## src/rtl/dram_cmd_sched.sv

```systemverilog
// Per-channel DRAM command sequencer: open-row tracking for 2 ranks x 8 banks, ACT/RD/WR/PRE/PREALL/REF timing.
// Optional close-page (auto-precharge) policy enabled by defining DRAM_CLOSE_PAGE_EN.
module dram_cmd_sched #(
   parameter int TRCD = 3,
   parameter int TRP  = 3,
   parameter int TRAS = 6,
   parameter int TRFC = 12
) (
   input  logic        clk,
   input  logic        rst_l,
   input  logic        req_valid,
   input  logic        req_write,
   input  logic        req_rank,
   input  logic [2:0]  req_bank,
   input  logic [14:0] req_ras,
   input  logic [13:0] req_cas,
   input  logic        req_addr_err,
   output logic        req_ack,
   output logic        err_drop,
   input  logic        ref_req,
   output logic        ref_ack,
   output logic        cmd_valid,
   output logic [2:0]  cmd_type,
   output logic        cmd_rank,
   output logic [2:0]  cmd_bank,
   output logic [14:0] cmd_addr,
   output logic        busy
);

   localparam logic [2:0] C_ACT = 3'd1, C_RD = 3'd2, C_WR = 3'd3;
   localparam logic [2:0] C_PRE = 3'd4, C_PREALL = 3'd5, C_REF = 3'd6;
   localparam logic [5:0] TRCD_M1 = 6'(TRCD - 1);
   localparam logic [5:0] TRP_M1  = 6'(TRP - 1);
   localparam logic [5:0] TRFC_M1 = 6'(TRFC - 1);
   localparam logic [3:0] TRAS_M1 = 4'(TRAS - 1);

   typedef enum logic [2:0] {
      S_IDLE, S_PRE, S_ACT, S_CAS, S_REF_PRE, S_REF, S_REF_WAIT
   } state_t;

   state_t      state;
   logic [5:0]  wait_cnt;
   logic [15:0] row_valid;
   logic [14:0] row_addr [16];
   logic [3:0]  tras_cnt [16];

   logic [3:0]  idx;
   logic        hit;
   logic        all_tras_zero;
   logic [14:0] cas_addr;

   assign idx = {req_rank, req_bank};
   assign hit = row_valid[idx] && (row_addr[idx] == req_ras);

`ifdef DRAM_CLOSE_PAGE_EN
   logic [5:0] cp_wait;
   assign cas_addr = {1'b0, req_cas} | 15'h0400;
   // Bank may not be reopened before both its auto-precharge and its tRAS window complete.
   assign cp_wait  = ({2'b00, tras_cnt[idx]} > 6'(TRP)) ? ({2'b00, tras_cnt[idx]} - 6'd1) : TRP_M1;
`else
   assign cas_addr = {1'b0, req_cas} & ~15'h0400;
`endif

   always_comb begin
      all_tras_zero = 1'b1;
      for (int i = 0; i < 16; i++)
         if (tras_cnt[i] != 4'd0) all_tras_zero = 1'b0;
   end

   always_ff @(posedge clk or negedge rst_l) begin
      if (!rst_l) begin
         state     <= S_IDLE;
         wait_cnt  <= 6'd0;
         row_valid <= 16'd0;
         for (int i = 0; i < 16; i++) begin
            row_addr[i] <= 15'd0;
            tras_cnt[i] <= 4'd0;
         end
         req_ack   <= 1'b0;
         err_drop  <= 1'b0;
         ref_ack   <= 1'b0;
         cmd_valid <= 1'b0;
         cmd_type  <= 3'd0;
         cmd_rank  <= 1'b0;
         cmd_bank  <= 3'd0;
         cmd_addr  <= 15'd0;
         busy      <= 1'b0;
      end else begin
         req_ack   <= 1'b0;
         err_drop  <= 1'b0;
         ref_ack   <= 1'b0;
         cmd_valid <= 1'b0;
         cmd_type  <= 3'd0;
         cmd_rank  <= 1'b0;
         cmd_bank  <= 3'd0;
         cmd_addr  <= 15'd0;
         if (wait_cnt != 6'd0) wait_cnt <= wait_cnt - 6'd1;
         for (int i = 0; i < 16; i++)
            if (tras_cnt[i] != 4'd0) tras_cnt[i] <= tras_cnt[i] - 4'd1;

         case (state)
            // Arbitration is skipped while an ack is on the wire so a held request is not taken twice.
            S_IDLE: if (wait_cnt == 6'd0 && !req_ack && !ref_ack) begin
               if (ref_req) begin
                  state <= S_REF_PRE;
                  busy  <= 1'b1;
               end else if (req_valid && req_addr_err) begin
                  req_ack  <= 1'b1;
                  err_drop <= 1'b1;
               end else if (req_valid && hit) begin
                  cmd_valid <= 1'b1;
                  cmd_type  <= req_write ? C_WR : C_RD;
                  cmd_rank  <= req_rank;
                  cmd_bank  <= req_bank;
                  cmd_addr  <= cas_addr;
                  req_ack   <= 1'b1;
`ifdef DRAM_CLOSE_PAGE_EN
                  row_valid[idx] <= 1'b0;
                  wait_cnt       <= cp_wait;
`endif
               end else if (req_valid && !row_valid[idx]) begin
                  cmd_valid     <= 1'b1;
                  cmd_type      <= C_ACT;
                  cmd_rank      <= req_rank;
                  cmd_bank      <= req_bank;
                  cmd_addr      <= req_ras;
                  row_valid[idx] <= 1'b1;
                  row_addr[idx]  <= req_ras;
                  tras_cnt[idx]  <= TRAS_M1;
                  wait_cnt      <= TRCD_M1;
                  state         <= S_CAS;
                  busy          <= 1'b1;
               end else if (req_valid && tras_cnt[idx] == 4'd0) begin
                  cmd_valid      <= 1'b1;
                  cmd_type       <= C_PRE;
                  cmd_rank       <= req_rank;
                  cmd_bank       <= req_bank;
                  row_valid[idx] <= 1'b0;
                  wait_cnt       <= TRP_M1;
                  state          <= S_ACT;
                  busy           <= 1'b1;
               end else if (req_valid) begin
                  state <= S_PRE;
                  busy  <= 1'b1;
               end
            end
            S_PRE: if (tras_cnt[idx] == 4'd0) begin
               cmd_valid      <= 1'b1;
               cmd_type       <= C_PRE;
               cmd_rank       <= req_rank;
               cmd_bank       <= req_bank;
               row_valid[idx] <= 1'b0;
               wait_cnt       <= TRP_M1;
               state          <= S_ACT;
            end
            S_ACT: if (wait_cnt == 6'd0) begin
               cmd_valid      <= 1'b1;
               cmd_type       <= C_ACT;
               cmd_rank       <= req_rank;
               cmd_bank       <= req_bank;
               cmd_addr       <= req_ras;
               row_valid[idx] <= 1'b1;
               row_addr[idx]  <= req_ras;
               tras_cnt[idx]  <= TRAS_M1;
               wait_cnt       <= TRCD_M1;
               state          <= S_CAS;
            end
            S_CAS: if (wait_cnt == 6'd0) begin
               cmd_valid <= 1'b1;
               cmd_type  <= req_write ? C_WR : C_RD;
               cmd_rank  <= req_rank;
               cmd_bank  <= req_bank;
               cmd_addr  <= cas_addr;
               req_ack   <= 1'b1;
`ifdef DRAM_CLOSE_PAGE_EN
               row_valid[idx] <= 1'b0;
               wait_cnt       <= cp_wait;
`endif
               state     <= S_IDLE;
               busy      <= 1'b0;
            end
            S_REF_PRE: if (row_valid == 16'd0) begin
               state <= S_REF;
            end else if (all_tras_zero) begin
               cmd_valid <= 1'b1;
               cmd_type  <= C_PREALL;
               cmd_addr  <= 15'h0400;
               row_valid <= 16'd0;
               wait_cnt  <= TRP_M1;
               state     <= S_REF;
            end
            S_REF: if (wait_cnt == 6'd0) begin
               cmd_valid <= 1'b1;
               cmd_type  <= C_REF;
               wait_cnt  <= TRFC_M1;
               state     <= S_REF_WAIT;
            end
            S_REF_WAIT: if (wait_cnt == 6'd0) begin
               ref_ack <= 1'b1;
               state   <= S_IDLE;
               busy    <= 1'b0;
            end
            default: begin
               state <= S_IDLE;
               busy  <= 1'b0;
            end
         endcase
      end
   end

endmodule

```

## config.mk

```make
export PLATFORM = sky130hd
export DESIGN_NAME = dram_cmd_sched
export DESIGN_NICKNAME = d
export VERILOG_FILES = /design/src/rtl/dram_cmd_sched.sv
export SDC_FILE = /design/constraint.sdc
export NUM_CORES = 1
export LEC_CHECK = 0
export ABC_AREA = 1
export BUFFER_PORTS_ARGS = -buffer_cell sky130_fd_sc_hd__buf_2
export CAP_MARGIN = 30
export CORE_ASPECT_RATIO = 0.8
export CORE_MARGIN = 2
export CORE_UTILIZATION = 40
export CTS_BUF_LIST = sky130_fd_sc_hd__clkbuf_16
export CTS_CLUSTER_DIAMETER = 100
export DETAILED_ROUTE_END_ITERATION = 10
export SYNTH_ARGS = -nofsm -noshare
export SYNTH_HDL_FRONTEND = slang
export SYNTH_SLANG_ARGS = --single-unit
```

## constraint.sdc

```tcl
create_clock -name clk -period 4.1 [get_ports clk]
set_clock_uncertainty 0.15 [all_clocks]
set_input_delay 0.82 -clock clk [delete_from_list [all_inputs] [get_ports clk]]
set_output_delay 0.82 -clock clk [all_outputs]
set_load 0.01 [all_outputs]
```

Yosys cells after proc, flatten, opt, wreduce, memory -nomap -nowiden
Index checks and enable logic that the tools add are counted.

Bits in registers: 356. Word-level logic and storage cells: 310. Bits of input ports: 39.

Equal/unequal tests: 23. Bitwise logic cells: 8. Reduce and logical (&&, ||, !) cells: 43. Multiplexer cells: 171. $add $sub $neg: 17. Magnitude comparators: 4.

Operators with widths (count): 2-to-1 mux 240 bit (6); one-hot mux 240 bit (2 select lines) (1); 2-to-1 mux 64 bit (6); bitwise mux 240 bit (1); 2-to-1 mux 16 bit (10); 2-to-1 mux 15 bit (9); one-hot mux 64 bit (2 select lines) (1); 2-to-1 mux 3 bit (31); 2-to-1 mux 4 bit (19); 2-to-1 mux 6 bit (12); nonzero test 4 bit (17); one-hot mux 16 bit (4 select lines) (1); subtractor 4 x 1 -> 4 bit, second input constant (16); binary-select mux 15 bit (select 4 bit) (1); demux 15 bit (select 4 bit) (1); one-hot mux 15 bit (4 select lines) (1); 2-to-1 mux 1 bit (55); one-hot mux 3 bit (6 select lines) (2); AND 32 bit (1); NOT 32 bit (1); bitwise OR 32 bit (1); one-hot mux 6 bit (5 select lines) (1); 2-to-1 mux 11 bit (2); inequality test 2 bit, second input constant (10); other kinds (42) (60).

Depth between registers and ports, before layout
Gate-level depths: netlist (run 1).

Depth in word-level cells: 20. Depth in mapped cells: 24. Mapped depth without buffers: 19.

Least setup slack after synthesis (run 1)
OpenSTA, ideal clock, no wires.

Kind: input-to-reg. Start: input req_bank[0]. End: register row_addr[229] (netlist bit). Stages on the path: 21. Arrival time: 2789 ps. Data required time: 3819 ps. Slack: 1030 ps. Buffers on the path: 5. Cell sequence: buf_4 -> buf_6 -> buf_2 -> nand2_1 -> nand2_1 -> nand2_1 -> nand3_1 -> nand2_1 -> nand2_1 -> o21ai_1 -> nand2_1 -> nor2_1 -> nand2_1 -> nor2_1 -> nand2_2 -> nand2_2 -> nand2_4 -> buf_6 -> nand3_2 -> buf_4 -> o21ai_1.

Cells in the longest elaborated chain, start to end: 12. Elaborated cells between the ends (all ways): 27.

RTL lines: start, declared (line 14) `input logic [2:0] req_bank,`; NOT 4 -> 5 bit (implied by the code) (line 53, 128, 163); greater-or-equal comparator 5 bit (implied by the code) / less-than comparator 5 x 1 -> 1 bit (equally long branches) (line 128, 163); logical AND 1 bit (implied by the code) (line 128, 163); 2-to-1 mux 15 bit (implied by the code) (line 128, 163); demux 15 bit (select 4 bit) (line 128, 163); bitwise mux 240 bit (line 128, 163); 2-to-1 mux 240 bit (line 121) `end else if (req_valid && !row_valid[idx]) begin`; 2-to-1 mux 240 bit (line 110) `end else if (req_valid && hit) begin`; 2-to-1 mux 240 bit (line 107) `end else if (req_valid && req_addr_err) begin`; 2-to-1 mux 240 bit (line 104) `if (ref_req) begin`; 2-to-1 mux 240 bit (line 103) `S_IDLE: if (wait_cnt == 6'd0 && !req_ack && !ref_ack) begin`; one-hot mux 240 bit (2 select lines) (line 101) `case (state)`; end signal, assigned by index (line 128) `row_addr[idx] <= req_ras;`; end signal, assigned by index (line 163) `row_addr[idx] <= req_ras;`; end, declared (line 44) `logic [14:0] row_addr [16];`.

Several ways; a longest one is shown, not always the timed one. The select of a mux whose other input is x is not followed. A chain may end at the register's enable or synchronous reset.

Worst setup path after layout (run 1)
Start: input req_bank[1]. End: register row_addr[66] (netlist bit).

Same word-level chain as after synthesis.

==> results of run 1 <==
registers in the layout, summed over array words and instances, names as in the netlist, named ones only:
| register | count |
|---|---|
| row_addr | 240 |
| tras_cnt | 64 |
| cmd_addr | 15 |
| wait_cnt | 6 |
| cmd_bank | 3 |
| cmd_type | 3 |
| state | 3 |
| busy | 1 |
| cmd_rank | 1 |
| cmd_valid | 1 |
| err_drop | 1 |
| ref_ack | 1 |
| req_ack | 1 |
cell type report:
| type | count | area (um^2) |
|---|---|---|
| timing repair buffer | 158 | 1450 |
| inverter | 192 | 723 |
| antenna | 2 | 5.00 |
| multi-input combinational | 1954 | 8700 |
| tap | 620 | 776 |
| clock buffer | 41 | 1030 |
| sequential | 356 | 8910 |
| fill | 4720 | 25400 |
| clock inverter | 32 | 230 |
cell families (layout without fill, tap and decap cells):
family / Yosys count / count (layout)
other cells: 0 / 2
flops: 356 / 356
fa+ha+maj: 19 / 19
buf+inv: 326 / 423
simple gates: 1442 / 1442
compound gates: 476 / 476
xor+xnor: 17 / 17
power breakdown:
part | switching [uW] | internal, uW
clock network | 1520 | 2010
registers | 503 | 4470
logic | 3380 | 1810
routing by layer:
layer  GRT usage (%)  vias up  part of all wire, %
met3            5.10       71                  8.2
li1                -     8515                    -
met5               0        -                0.012
met2            37.3      597                   43
met4            6.35        2                  1.9
met1            35.7     8161                   47
stage by stage:
step                      util (%)  instance area (um^2)  total power, uW  hold slack, ns  TNS [ns]
after floorplan                  -                 19200             8580           0.303         0
after global placement        43.6                 20600             9920           0.316   -0.0515
after detailed placement      43.6                 20600            10100           0.323    -0.263
after CTS                     46.2                 21800            13700           0.135         0
after global routing          46.2                 21800            14800           0.160         0
final                         46.2                 21800            13700          0.0979         0
layout by cell type, fill, tap and decap left out, types with 4 or more instances in the layout:
cell type and instances:
a21boi_0 12, a21oi_1 40, buf_12 33, buf_2 62, buf_4 62, clkbuf_16 41, clkinv_1 11, clkinv_2 4
dfrtp_1 356, ha_1 19, inv_1 187, inv_2 12, nand2_1 1087, nand2_2 5, nand3_1 100, nand3_4 7
nand4_1 15, nor2_1 177, nor2_2 8, nor3_1 11, nor4_1 8, o211ai_1 5, o21ai_0 254, o21ai_1 147
o21bai_1 5, or2_2 14, xor2_1 17
worst max path at each step:
stage / cells after the start / to / from
floorplan: 21 / row_addr[229]$_DFFE_PN0P_ / req_bank[0]
global placement: 21 / row_addr[66]$_DFFE_PN0P_ / req_bank[1]
detailed placement: 21 / row_addr[66]$_DFFE_PN0P_ / req_bank[1]
CTS: 21 / row_addr[68]$_DFFE_PN0P_ / req_bank[1]
global route: 22 / row_addr[67]$_DFFE_PN0P_ / req_bank[1]
finish: 22 / row_addr[66]$_DFFE_PN0P_ / req_bank[1]
==> impl_metrics.csv, run 1 <==
group,metric,value,unit
timing,setup_ws,0.536,ns
worst_setup_path,end_kind,"register",
worst_setup_path,critPathMaxStageDelay,0.31,ns
timing,worst_slew_pin_slew,0.777,ns
synth,synth_top_family_by_area,"simple AND/OR/NAND/NOR gates",
global_route,antenna_found_initial,3,
synth,synth_xor_area_share,0.777,%
synth,yosysWarningCount,0,
cells_and_area,fin_nets,2760,
clocking,clock_path_buffers,3,
worst_setup_path,reg2reg_slack,0.66,ns
global_route,track_usage,24.5,%
floorplanning,die-height,200,um
synth,ys_seq_area_share,46.5,%
global_route,grt_pass1_wl,95.0,mm
clocking,h-tree-depth,2,
worst_setup_path,critPathLaunchType,"input port",
worst_setup_path,cp_slowest_cell,"nand3_4",
placement,gp_congestion,0.892,
synth,netlist_instances,2636,
synth,synthArstFlopShare,100,%
route,ant_nets,0,
synth,synth.largest_area_cell,"dfrtp_1",
worst_setup_path,crit_type,"in -> reg",
floorplanning,die-area,0.0497,mm^2
clocking,cts_root_buf,"clkbuf_16",
route,dr.pass1.iters,6,
timing,maxSlewViolCount,0,
route,drtIter0Drc,1693,
worst_setup_path,crit_buf_inv,5,
synth,synthSimpleGateAreaFrac,30.4,%
synth,synth-edff-count,0,
placement,place_ws,-0.0280,ns
synth,synth_top_area_share,46.5,%
clocking,cts_tree,"built",
route,vias_per_cell,5.17,
worst_setup_path,critPathMaxFanout,31,
timing,hold_viol_final,0,
synth,ys_dominant_reg_cell,"dfrtp_1",
clocking,clk_latency,0.57,ns
clocking,numCtsBuffers,40,
route,routedWlPerCell,17.7,um
global_route,grt_max_degree,89,
worst_setup_path,path_delay_family,"simple AND/OR/NAND/NOR gates",
synth,syn_area,0.0192,mm^2
route,drc_errors,0,
cells_and_area,drive_above_1_share,9.81,%
worst_hold_path,hold_path_class,"in -> async",
worst_setup_path,crit_arrival,3.89,ns
synth,ys_types,43,
timing,finalCritPeriodShare,86.9,%
global_route,grt_pass1_vias,16400,
route,vias,17300,
clocking,clkSinkCount,356,
job,maxCapViolCount,0,
power_and_ir_drop,p_leak,0.0113,uW
route,wirelength,59.2,mm
clocking,cts_resized,0,
timing,setup-violations-final,0,
clocking,postCtsSetupBuffers,0,
timing,post-route-min-period,3.56,ns
worst_setup_path,path_cells,"buf_2, inv_2, nor2_2, buf_4, nand2_1, nand3_1, nand2_1, nand2_1, nor2_1, nand2_1, nand2_1, nor2_1, nand2_1, nor2_1, buf_4, nand2_2, nand2_2, nand2_4, buf_4, nand3_4, nand2_1, o21ai_0",
worst_setup_path,crit_path_frequent_cell,"nand2_1",
floorplanning,start_util,40.6,%
placement,dp_hpwl,40.2,mm
cells_and_area,finalNonFillerCells,3355,
worst_setup_path,cp.required,4.43,ns
placement,dpl.cell_count,3280,
synth,synth_compound_area_share,12.9,%
timing,fmax,281,MHz
timing,relSlewSlack,48.2,%
worst_setup_path,timing.rr.start,"tras_cnt[8]$_DFF_PN0_",
floorplanning,io_pins,66,
synth,syn_nets,2694,
floorplanning,fp.dieW,249,um
global_route,overflow,0,
synth,yosys-top-cells-count,"nand2_1, dfrtp_1, o21ai_0",
cells_and_area,syn2layout_area_growth,13.8,%
synth,synth_fa_ha_area_share,1.24,%
synth,synth_area_leaders,"dfrtp_1, nand2_1, o21ai_0, o21ai_1, nor2_1",
floorplanning,fp.coreArea,0.0472,mm^2
synth,synthMuxAreaShare,0,%
timing,rsz0062_at_grt,"no",
clocking,postCtsHoldBufs,0,
power_and_ir_drop,power_density,627,mW/mm^2
synth,syn_area_per_cell,7.27,um^2
synth,synth-seq-cells,356,
worst_setup_path,r2r_cells,14,
floorplanning,rows,71,
run_status,status,"complete, no violations",
clocking,clk_pin_slew_worst_paths,0.06,ns
power_and_ir_drop,worst_ir_drop_vdd,0.332,mV
synth,yosysMostFrequentCell,"nand2_1",
placement,io_buffers,64,
No activity file was read; power rests on OpenSTA's default activity.
==> inputs of run 2 (changes only) <==
--- a/config.mk
+++ b/config.mk
@@ -15,4 +15,6 @@
 export CTS_CLUSTER_DIAMETER = 100
 export DETAILED_ROUTE_END_ITERATION = 10
+export REMOVE_ABC_BUFFERS = 1
+export SETUP_SLACK_MARGIN = 0.05
 export SYNTH_ARGS = -nofsm -noshare
 export SYNTH_HDL_FRONTEND = slang
==> constraint.sdc (replaced) <==
create_clock -name clk -period 4.1 [get_ports clk]
set_clock_uncertainty 0.15 [all_clocks]
set_input_delay 0.205 -clock clk [delete_from_list [all_inputs] [get_ports clk]]
set_output_delay 0.205 -clock clk [all_outputs]
set_load 0.01 [all_outputs]
==> run 2 against run 1 <==
  * Sequential cell count unchanged
  * Utilization down 0.42 points
  * Sequential power about the same
  * Non-clock buffer count fell by 15
  * Combinational power decreased by 2%
  * Final area shrank 0.92%
  * Critical endpoint is now row_addr[105]$_DFFE_PN0P_
  * Wire length decreased by 3.6%
  * Highest routed layer is now met4
  * Via count rose by 0.22%
  * Register-to-register slack worse by 0.08 ns
==> impl_metrics.csv, run 2 (synthesized netlist as in run 1, its figures left out) <==
group,metric,value,unit
run_status,status,"complete, no violations",
worst_setup_path,r2r_cells,12,
worst_setup_path,end_kind,"register",
timing,finalCritPeriodShare,85.8,%
route,dr.pass1.iters,5,
worst_hold_path,worstHoldStart,"req_ras[4]",
clocking,clk_latency,0.58,ns
timing,worst_slew_pin_slew,0.910,ns
timing,rsz0062_at_grt,"no",
worst_hold_path,hold_path_class,"in -> reg",
global_route,overflow,0,
cells_and_area,top_regs,"row_addr x240, tras_cnt x64, cmd_addr x15",
power_and_ir_drop,p_leak,0.0111,uW
cells_and_area,syn2layout_area_growth,12.8,%
global_route,antenna_found_initial,0,
timing,setup-violations-final,0,
cells_and_area,final_common_cell,"nand2_1",
placement,io_buffers,64,
timing,setup_tns,0,ns
global_route,grt_pass1_wl,90.5,mm
timing,hold_viol_final,0,
cells_and_area,top_register,"row_addr",
timing,relSlewSlack,39.3,%
worst_setup_path,cp_slowest_cell,"a21oi_2",
worst_setup_path,path_delay_family,"compound AO/OA/AOI/OAI gates",
floorplanning,start_util,40.6,%
global_route,grt_max_degree,118,
route,routedWlPerCell,17.1,um
route,vias,17400,
clocking,cts_resized,0,
cells_and_area,largest_register_ffs,240,
power_and_ir_drop,power_density,638,mW/mm^2
power_and_ir_drop,total_power,13800,uW
cells_and_area,diodes,0,
job,maxCapViolCount,0,
clocking,numCtsBuffers,41,
worst_setup_path,critPathMaxFanout,31,
floorplanning,fp.dieW,249,um
clocking,clkSinkCount,356,
worst_hold_path,hold_path_end,"row_addr[154]$_DFFE_PN0P_",
worst_setup_path,crit_type,"reg -> reg",
worst_setup_path,path_cells,"inv_1, ha_1, nand2_1, nor2_1, inv_1, buf_4, a21oi_1, nand2_1, a21oi_2, buf_4, nand3_4, o21ai_0",
route,ant_nets,0,
worst_setup_path,timing.rr.start,"wait_cnt[0]$_DFF_PN0_",
route,vias_per_cell,5.21,
timing,post-route-min-period,3.52,ns
floorplanning,io_pins,66,
timing,fmax,284,MHz
placement,gp_congestion,0.921,
route,drc_errors,0,
cells_and_area,drive_above_1_share,8.72,%
worst_hold_path,whs_path_depth,4,
clocking,h-tree-depth,2,
clocking,clock_path_buffers,3,
worst_setup_path,cp.required,4.42,ns
route,wirelength,57.1,mm
floorplanning,rows,71,
cells_and_area,final_util,45.8,%
clocking,clk_pin_slew_worst_paths,0.06,ns
worst_setup_path,critPathMaxStageDelay,0.46,ns
worst_setup_path,reg2reg_slack,0.58,ns
placement,dp_hpwl,37.6,mm
global_route,track_usage,23.2,%
worst_setup_path,critPathLaunchType,"register",
worst_setup_path,crit_buf_inv,4,
worst_setup_path,reg2reg_to,"row_addr[105]$_DFFE_PN0P_",
floorplanning,die-area,0.0497,mm^2
cells_and_area,fin_nets,2746,
timing,maxSlewViolCount,0,
worst_setup_path,crit_arrival,3.84,ns
power_and_ir_drop,worst_ir_drop_vdd,0.361,mV
route,drtIter0Drc,1734,
clocking,cts_tree,"built",
floorplanning,die-height,200,um
global_route,grt_pass1_vias,16100,
cells_and_area,final_cell_mix,"nand2_1, dfrtp_1, o21ai_0",
clocking,cts_root_buf,"clkbuf_16",
floorplanning,fp.coreArea,0.0472,mm^2
==> run 2: worst max-delay path by stage <==
stage,startpoint,end,depth (start not counted)
after detailed placement,req_bank[0],row_addr[193]$_DFFE_PN0P_,19
after global placement,req_bank[0],row_addr[211]$_DFFE_PN0P_,19
after global routing,wait_cnt[3]$_DFF_PN0_,row_addr[57]$_DFFE_PN0P_,14
after CTS,wait_cnt[0]$_DFF_PN0_,row_addr[105]$_DFFE_PN0P_,12
final,wait_cnt[0]$_DFF_PN0_,row_addr[105]$_DFFE_PN0P_,12
after floorplan,req_bank[0],row_addr[171]$_DFFE_PN0P_,13
==> run 2: what timing repair did <==
action / CTS / global route
endpoints found under the hold margin: 114 / 0
setup endpoints to repair: 0 / 0
setup buffers: 0 / 0
hold buffers: 22 / 0
==> run 2: tightest hold or removal path, stage by stage <==
cell,delay (ns)
buf_2,0.13
inv_1,0.05
buf_4,0.21
o21ai_1,0.09
==> run 2: routing by layer <==
metal / track usage, % / vias to the layer above / routed length [um] / part of all wire, %
li1: - / 8484 / - / -
met1: 34.0 / 8217 / 27600 / 48
met2: 34.6 / 600 / 23700 / 42
met3: 4.85 / 84 / 4500 / 7.9
met4: 6.58 / 0 / 1250 / 2.2
met5: 0 / - / 0 / 0
==> run 2: cell type report <==
| class | instances | area [um^2] |
|---|---|---|
| inverter | 192 | 723 |
| timing repair buffer | 143 | 1170 |
| clock inverter | 29 | 265 |
| sequential | 356 | 8910 |
| tap | 620 | 776 |
| multi-input combinational | 1954 | 8700 |
| clock buffer | 43 | 1080 |
| fill | 4678 | 25600 |
==> run 2: per-stage QoR <==
| step | std cells | area (um^2) | hold WS, ns | setup slack, ns |
|---|---|---|---|---|
| after global routing | 3337 | 21600 | 0.0294 | 0.313 |
| after global placement | 3243 | 20100 | 0.132 | 0.267 |
| final | 3337 | 21600 | 0.0228 | 0.583 |
| after detailed placement | 3243 | 20100 | 0.142 | 0.239 |
| after floorplan | 2502 | 18300 | -0.241 | 0.0733 |
| after CTS | 3337 | 21600 | 0.00146 | 0.638 |
==> run 2: where the power goes <==
part	total [uW]	switching (uW)	leakage (uW)	internal [uW]
logic	5110	3340	0.00571	1770
registers	4970	500	0.00472	4470
clock network	3720	1510	0.000680	2200
==> inputs of run 3 (changes only) <==
GPL_ROUTABILITY_DRIVEN = 0   (was unset)
MAX_ROUTING_LAYER = met4   (was unset)
==> run 3 against run 2 <==
  * Combinational power is essentially flat
  * Maximum frequency grew 2.5%
  * Die area unchanged
  * Via count fell by 0.24%
  * Final area down 0.25%
  * Wire length is 1.4% lower
  * Clock power fell by 1%
  * Sequential cell count is the same
  * Total power fell by 0.45%
==> impl_metrics.csv, run 3 (synthesized netlist as in run 1, its figures left out) <==
group,metric,value,unit
power_and_ir_drop,total_power,13700,uW
placement,dp_hpwl,37.1,mm
route,ant_nets,0,
worst_setup_path,critPathMaxFanout,20,
global_route,grt_pass1_vias,15900,
route,wirelength,56.3,mm
clocking,clk_latency,0.57,ns
cells_and_area,drive_above_1_share,8.55,%
clocking,clock_path_buffers,3,
placement,dpl.cell_count,3243,
worst_setup_path,crit_path_frequent_cell,"nand2_1",
placement,io_buffers,64,
run_status,status,"complete, no violations",
clocking,clk_pin_slew_worst_paths,0.06,ns
cells_and_area,top_register,"row_addr",
clocking,numCtsBuffers,41,
worst_hold_path,hold_path_class,"in -> reg",
global_route,overflow,0,
worst_setup_path,path_delay_family,"simple AND/OR/NAND/NOR gates",
cells_and_area,largest_register_ffs,240,
global_route,track_usage,23.6,%
cells_and_area,nFillCells,4673,
timing,rsz0062_at_grt,"no",
cells_and_area,top_regs,"row_addr x240, tras_cnt x64, cmd_addr x15",
global_route,grt_pass1_wl,89.6,mm
cells_and_area,seqCellArea,0.00891,mm^2
floorplanning,io_pins,66,
floorplanning,die-area,0.0497,mm^2
route,drc_errors,0,
floorplanning,rows,71,
global_route,grt_max_degree,120,
timing,relSlewSlack,31.7,%
floorplanning,fp.dieW,249,um
worst_setup_path,cp.required,4.40,ns
floorplanning,start_util,40.6,%
clocking,cts_resized,0,
clocking,cts_tree,"built",
route,drtIter0Drc,1632,
power_and_ir_drop,worst_ir_drop_vdd,0.334,mV
timing,worst_slew_pin_slew,1.02,ns
timing,hold_viol_final,0,
cells_and_area,finalNonFillerCells,3333,
power_and_ir_drop,p_leak,0.0111,uW
power_and_ir_drop,power_density,637,mW/mm^2
timing,whs,0.0171,ns
route,vias_per_cell,5.20,
timing,fmax,291,MHz
clocking,cts_root_buf,"clkbuf_16",
worst_setup_path,crit_type,"in -> reg",
timing,post-route-min-period,3.43,ns
cells_and_area,syn2layout_area_growth,12.5,%
cells_and_area,multi_input_area,0.00870,mm^2
worst_setup_path,cp_slowest_cell,"nand2_1",
route,routedWlPerCell,16.9,um
worst_setup_path,critPathLaunchType,"input port",
timing,setup-violations-final,0,
cells_and_area,fin_nets,2744,
worst_setup_path,critPathMaxStageDelay,0.53,ns
global_route,antenna_found_initial,0,
cells_and_area,final_common_cell,"nand2_1",
worst_setup_path,path_cells,"dlygate4sd3_1, buf_2, nor2_2, buf_4, nand2_1, inv_1, o21ai_0, o21ai_0, nor2_1, nand3_1, nor2_1, nand3_1, nand2_1, nand2_1, nand2_1, nand3_1, nand2_1, o21ai_0",
clocking,h-tree-depth,2,
floorplanning,fp.coreArea,0.0472,mm^2
worst_setup_path,crit_arrival,3.73,ns
job,maxCapViolCount,0,
route,dr.pass1.iters,5,
worst_setup_path,crit_buf_inv,4,
timing,finalCritPeriodShare,83.7,%
floorplanning,die-height,200,um
placement,place_ws,0.363,ns
worst_setup_path,end_kind,"register",
timing,setup_ws,0.667,ns
timing,setup_tns,0,ns
clocking,postCtsSetupBuffers,0,
cells_and_area,diodes,0,
timing,maxSlewViolCount,0,
clocking,clkSinkCount,356,
route,vias,17300,
cells_and_area,final_cell_mix,"nand2_1, dfrtp_1, o21ai_0",
run 3: worst paths after layout:
kind / from / end / slack, ns / depth (start not counted)
min in group asynchronous: rst_l / row_addr[2]$_DFFE_PN0P_ / 0.14 / 2
worst min register to register: busy$_DFFE_PN0P_ / busy$_DFFE_PN0P_ / 0.33 / 2
worst min-delay path: req_ras[1] / row_addr[151]$_DFFE_PN0P_ / 0.02 / 4
worst max register to register: wait_cnt[3]$_DFF_PN0_ / row_addr[201]$_DFFE_PN0P_ / 0.67 / 15
worst max-delay path: req_rank / register / 0.67 / 18
max in group asynchronous: rst_l / tras_cnt[54]$_DFF_PN0_ / 2.52 / 3
run 3: cell type report:
type | count | share of cell area, %
Clock inverter | 27 | 1.14
Tap cell | 620 | 3.60
Multi-Input combinational cell | 1954 | 40.3
Sequential cell | 356 | 41.3
Clock buffer | 43 | 4.99
Timing Repair Buffer | 141 | 5.27
Inverter | 192 | 3.35
run 3: worst reg2reg max path: cells and delay by family (launching register included):
family	cells	cell delay, ns
buffers and inverters	5	0.90
DFF	1	0.40
AOI/OAI and AO/OA	2	0.23
and+or+nand+nor	8	1.61
run 3: metrics by stage:
step | area, um^2 | utilization (%)
4_1_cts | 21600 | 45.7
5_1_grt | 21600 | 45.7
3_3_place_gp | 20000 | 42.5
2_1_floorplan | 18300 | -
3_5_place_dp | 20000 | 42.5
6_report | 21600 | 45.7
run 3: what timing repair did:
item | in CTS | in global routing
setup endpoints to repair | 0 | 0
endpoints found under the hold margin | 132 | 0
hold buffers | 20 | 0
run 3: layer usage:
metal	track usage, %	vias to the layer above	part of all wire [%]
met1	33.8	8120	48
met4	6.71	0	2.2
met5	-	-	0
met2	34.1	659	42
li1	-	8483	-
met3	4.56	81	8.2
run 3: where the power goes:
group / internal, uW / total [uW] / switching [uW]
logic: 1770 / 5110 / 3340
clock network: 2190 / 3670 / 1470
registers: 4470 / 4960 / 494
total: 8430 / 13700 / 5310
